<file path="src/rtl/sync_fifo_ptr_ctrl.sv">
// sync_fifo_ptr_ctrl: single-clock FIFO pointer and status controller.
// Keeps binary write/read pointers with one extra wrap bit, plus registered
// Gray copies for downstream CDC/debug logic. From these it derives the RAM
// addresses, full/empty, almost-full/almost-empty and the fill count.
// Optional macro SYNC_FIFO_PTR_ERR_EN enables the sticky overflow/underflow
// flags. Without it those outputs are tied low and err_clr is ignored.
module sync_fifo_ptr_ctrl #(
  parameter int PTR_WIDTH  = 4,
  parameter int AFULL_LVL  = 14,
  parameter int AEMPTY_LVL = 2
) (
  input  logic                 clk,
  input  logic                 rst,
  input  logic                 wen,
  input  logic                 ren,
  input  logic                 err_clr,
  output logic [PTR_WIDTH-1:0] waddr,
  output logic [PTR_WIDTH-1:0] raddr,
  output logic [PTR_WIDTH:0]   wptr_bin,
  output logic [PTR_WIDTH:0]   rptr_bin,
  output logic [PTR_WIDTH:0]   wptr_gray,
  output logic [PTR_WIDTH:0]   rptr_gray,
  output logic [PTR_WIDTH:0]   count,
  output logic                 full,
  output logic                 empty,
  output logic                 almost_full,
  output logic                 almost_empty,
  output logic                 overflow,
  output logic                 underflow
);

  localparam logic [PTR_WIDTH:0] ONE        = {{PTR_WIDTH{1'b0}}, 1'b1};
  localparam logic [PTR_WIDTH:0] AFULL_CNT  = AFULL_LVL[PTR_WIDTH:0];
  localparam logic [PTR_WIDTH:0] AEMPTY_CNT = AEMPTY_LVL[PTR_WIDTH:0];

  logic               wa;
  logic               ra;
  logic [PTR_WIDTH:0] wptr_nxt;
  logic [PTR_WIDTH:0] rptr_nxt;

  // Accept decisions use only the registered flags, so a rejected op never moves a pointer.
  always_comb begin
    wa       = wen & ~full;
    ra       = ren & ~empty;
    wptr_nxt = wptr_bin + ONE;
    rptr_nxt = rptr_bin + ONE;
  end

  // Write pointer: Gray is loaded from the incremented binary, so both change on the same edge.
  always_ff @(posedge clk) begin
    if (rst) begin
      wptr_bin  <= '0;
      wptr_gray <= '0;
    end else if (wa) begin
      wptr_bin  <= wptr_nxt;
      wptr_gray <= wptr_nxt ^ (wptr_nxt >> 1);
    end
  end

  // Read pointer, mirroring the write side.
  always_ff @(posedge clk) begin
    if (rst) begin
      rptr_bin  <= '0;
      rptr_gray <= '0;
    end else if (ra) begin
      rptr_bin  <= rptr_nxt;
      rptr_gray <= rptr_nxt ^ (rptr_nxt >> 1);
    end
  end

  // Status is purely combinational from the registered pointers.
  always_comb begin
    waddr        = wptr_bin[PTR_WIDTH-1:0];
    raddr        = rptr_bin[PTR_WIDTH-1:0];
    count        = wptr_bin - rptr_bin;
    empty        = (wptr_bin == rptr_bin);
    full         = (wptr_bin[PTR_WIDTH] != rptr_bin[PTR_WIDTH]) &&
                   (wptr_bin[PTR_WIDTH-1:0] == rptr_bin[PTR_WIDTH-1:0]);
    almost_full  = (count >= AFULL_CNT);
    almost_empty = (count <= AEMPTY_CNT);
  end

`ifdef SYNC_FIFO_PTR_ERR_EN
  // Sticky error flags: a new error in the same cycle as err_clr keeps the flag set.
  always_ff @(posedge clk) begin
    if (rst) begin
      overflow  <= 1'b0;
      underflow <= 1'b0;
    end else begin
      if (wen & full)
        overflow <= 1'b1;
      else if (err_clr)
        overflow <= 1'b0;
      if (ren & empty)
        underflow <= 1'b1;
      else if (err_clr)
        underflow <= 1'b0;
    end
  end
`else
  logic unused_err_clr;
  assign unused_err_clr = err_clr;
  assign overflow       = 1'b0;
  assign underflow      = 1'b0;
`endif

endmodule

</file>
<file path="config.mk">
export PLATFORM = sky130hd
export DESIGN_NAME = sync_fifo_ptr_ctrl
export DESIGN_NICKNAME = d
export VERILOG_FILES = /design/src/rtl/sync_fifo_ptr_ctrl.sv
export SDC_FILE = /design/constraint.sdc
export NUM_CORES = 1
export LEC_CHECK = 0
export ABC_AREA = 1
export BUFFER_PORTS_ARGS = -buffer_cell sky130_fd_sc_hd__buf_2
export CORE_MARGIN = 2
export CORE_UTILIZATION = 35
export DETAILED_ROUTE_END_ITERATION = 16
export SKIP_LAST_GASP = 1
export SYNTH_ARGS = -nofsm -noshare
export SYNTH_HDL_FRONTEND = slang
export SYNTH_SLANG_ARGS = --single-unit
</file>
<file path="constraint.sdc">
create_clock -name clk -period 1.8 [get_ports clk]
set_input_delay 0 -clock clk [delete_from_list [all_inputs] [get_ports clk]]
set_output_delay 0 -clock clk [all_outputs]
set_load 0.05 [all_outputs]
</file>
==> summary.txt <==
Run status
  – Outcome: finished with violations
  – Failing checks: setup timing

Critical path
  – RR Endpoint: rptr_gray[2]
  – Crit-path cells: inv_4, ha_4, inv_2, fa_2, nand3_4, nand3_2, nand2_4, nor2_4, nor2_4, buf_6
  – Setup crit end kind: output pin
  – Reg2reg setup slack: 190 ps
  – Most used cell, CP: nor2_4
  – Reg2reg path depth: 9
  – Worst stage delay on the critical path: about 440 ps
  – Worst Setup Start Kind: flop
  – Critical path origin: wptr_bin[0]
  – Reg-to-Reg Start: rptr_bin[1]
  – Worst Path Required: approximately 1800 ps
  – Largest fanout on the critical path: 4
  – Slowest cell on the critical path: fa_2
  – Setup CP Type: reg2out
  – Critical Path Sink: almost_full
  – Arrival @ worst endpoint: 1930 ps

Floorplan
  – Die Height: 64.7 um
  – Core Box Area: 3610 sq um
  – Die area: 4180 sq um
  – Initial Util: 0.357
  – Die width: around 65 um
  – Num rows: 22
  – Ports: 44

Detailed routing
  – # DRC: 0
  – DRT iter0 DRCs: 50
  – Pre-Repair DR Iteration Count: 4
  – Via/cell ratio: between 4 and 5
  – Final antenna-violating net count: 0
  – Post-Route WL: roughly 3300 um
  – Drt wl/cell: about 12 um
  – Via count: 1,280

Global route
  – Vias in the first global route: 1,135
  – Grt total ovfl: 0
  – Gr usage total: 0.167
  – Largest net degree at the start of global routing: 14
  – First-pass GRT wire length: 5340 um
  – Initial antenna violation count: 0

Final layout
  – Layout area overhead: 42.6%
  – Share of cells above drive strength 1: 0.414
  – Fin nets: roughly 250
  – N_diodes: 0

Synth
  – Mux cell area share after synthesis: 0
  – Yosys Warn Count: 0
  – Yosys top cell area share: 0.280
  – Synth Area in Simple Gates: 0.353
  – Complex-gate fraction of the synthesized area: 0.0971
  – XOR/XNOR Fraction of Synth Area: 0.0408
  – Post-Syn Area: about 1300 sq um
  – Register area share after synthesis: 0.280
  – Cells after synthesis: 191
  – Main combinational cell family by area after synthesis: simple AND/OR/NAND/NOR gates
  – Area leader, netlist: dfxtp_1
  – Post-Synth Adder-Cell Area: 0.0738
  – Top post-synthesis cells by area: dfxtp_1 28%, nand2_1 15%, inv_1 7.6%
  – Unique masters post-synth: 23
  – Average size of a mapped cell: ~6.7 sq um
  – Seq cells post-synth: 18

Timing
  – Skew final: just under 2 ps
  – Final Worst Setup Slack: -130 ps
  – Unrepaired setup endpoints after global routing: true
  – Final number of setup-violating endpoints: 3
  – Max frequency: approximately 520 MHz
  – Sum Neg Setup Slack: -300 ps
  – Hold Vio Cnt, Final: 0
  – Slew Viols, Final: 0
  – Final min period: between 1500 and 2000 ps
  – Tcrit/Tclk final: 1.07

Power
  – Final Power: between 1.5 and 2 mW
  – Static Leak: between 0.8 and 0.9 nW
  – Power Density: about 860 nW/um^2
  – VDD IR-drop max: about 330 uV

Clock tree
  – Hold_buf cts: 0
  – CTS buffer count: 3
  – CTS root buf: clkbuf_8
  – H-tree depth: 1
  – Reg clk slew, reported paths: approximately 70 ps
  – Clock latency on the worst-skew pair: around 260 ps
  – Clock Tree Buf Depth: 2
  – Sink Count: 18
  – CTS tree: built

Worst hold path
  – Tightest Hold Check Type: in2reg

Flow run
  – Max_cap viols: 0

Placed design
  – RePlAce Congestion: ~0.78
  – DP Wirelength: around 2400 um
  – I/O Buffers: 40
==> logic make-up (layout without fill, tap and decap cells) <==
logic type      Yosys count  after routing
flops                    18             18
compound gates           22             22
buf+inv                  40             80
other cells               1              2
simple gates             97             97
fa+ha+maj                 7              7
xor+xnor                  6              6
==> what timing repair did <==
action | 4_1_cts | 5_1_grt
hold endpoints to repair | 0 | 0
pin swaps | 8 | 8
resized for setup | 12 | 21
cloned | 0 | 0
buffers inserted | 2 | 3
setup endpoints to repair | 4 | 11
==> worst min-delay path by stage <==
| stage | end | cells after the start | startpoint |
|---|---|---|---|
| floorplan | wptr_bin[4] | 1 | rst |
| global placement | rptr_bin[4] | 2 | rst |
| detailed placement | rptr_bin[4] | 2 | rst |
| CTS | wptr_bin[0] | 2 | rst |
| global route | wptr_bin[4] | 2 | rst |
| finish | rptr_bin[3] | 2 | rst |
==> synthesized netlist by cell type (all sizes together) <==
cell	number
fa	1
nand4	5
ha	6
nand3	14
clkbuf	1
nor2	18
xor2	2
inv	26
dfxtp	18
a21oi	19
xnor2	4
buf	13
o21ai	3
nand2	59
conb	1
nor3	1
==> per-stage QoR <==
stage | instances | setup WS [ps] | hold WS, ps | util | area [sq um]
after CTS | 277 | -76.2 | 85.9 | 0.484 | 1750
after floorplan | 192 | -163 | 69.1 | - | 1420
final | 280 | -130 | 87.7 | 0.510 | 1840
after detailed placement | 271 | 41.3 | 362 | 0.448 | 1620
after global routing | 280 | -205 | 98.7 | 0.510 | 1840
after global placement | 271 | 58.6 | 349 | 0.448 | 1620
==> critical path: cells and delay by family (launching register included) <==
kind / cells / cell delay, ps
adder cells (fa/ha/maj): 2 / 550
flip-flops: 1 / 350
AND/OR/NAND/NOR: 5 / 510
buffers and inverters: 3 / 250
==> state kept, by name, indices dropped and copies added, names as in the netlist <==
name	cells
rptr_gray	4
wptr_gray	4
wptr_bin	5
rptr_bin	5
==> placed cells by master (no fill, tap or decap) <==
cell type / instances
a21oi_1: 14
a21oi_2: 3
a21oi_4: 2
buf_12: 1
buf_2: 33
buf_4: 11
buf_6: 3
buf_8: 2
clkbuf_8: 4
conb_1: 2
dfxtp_1: 10
dfxtp_2: 3
dfxtp_4: 5
fa_2: 1
ha_1: 2
ha_4: 4
inv_1: 22
inv_2: 3
inv_4: 1
nand2_1: 47
nand2_2: 7
nand2_4: 4
nand2_8: 1
nand3_1: 12
nand3_2: 1
nand3_4: 1
nand4_1: 5
nor2_1: 15
nor2_4: 2
nor2_8: 1
nor3_4: 1
o21ai_0: 3
xnor2_1: 4
xor2_4: 2
==> where the power goes <==
part | switching, mW | leakage (nW) | internal, mW | total, mW
combinational | 0.538 | 0.717 | 0.272 | 0.810
clock | 0.146 | 0.0288 | 0.195 | 0.341
sequential | 0.0147 | 0.151 | 0.414 | 0.429
==> per-layer routing <==
layer	vias up	share of wire	wire, um	GRT usage
li1	675	-	-	-
met1	569	0.46	1520	0.217
met2	32	0.48	1600	0.272
met3	4	0.040	132	0.0243
met4	0	0.018	61	0.0798
met5	-	0	0	0
==> area by class of cell <==
class                      count  area (sq um)
sequential                    18           383
tap                           48          60.1
clock buffer                   4          55.1
timing repair buffer          50           332
multi-input combinational    134           908
fill                         368          1770
inverter                      26           100
Note: power is estimated with default switching activity, not from simulation.
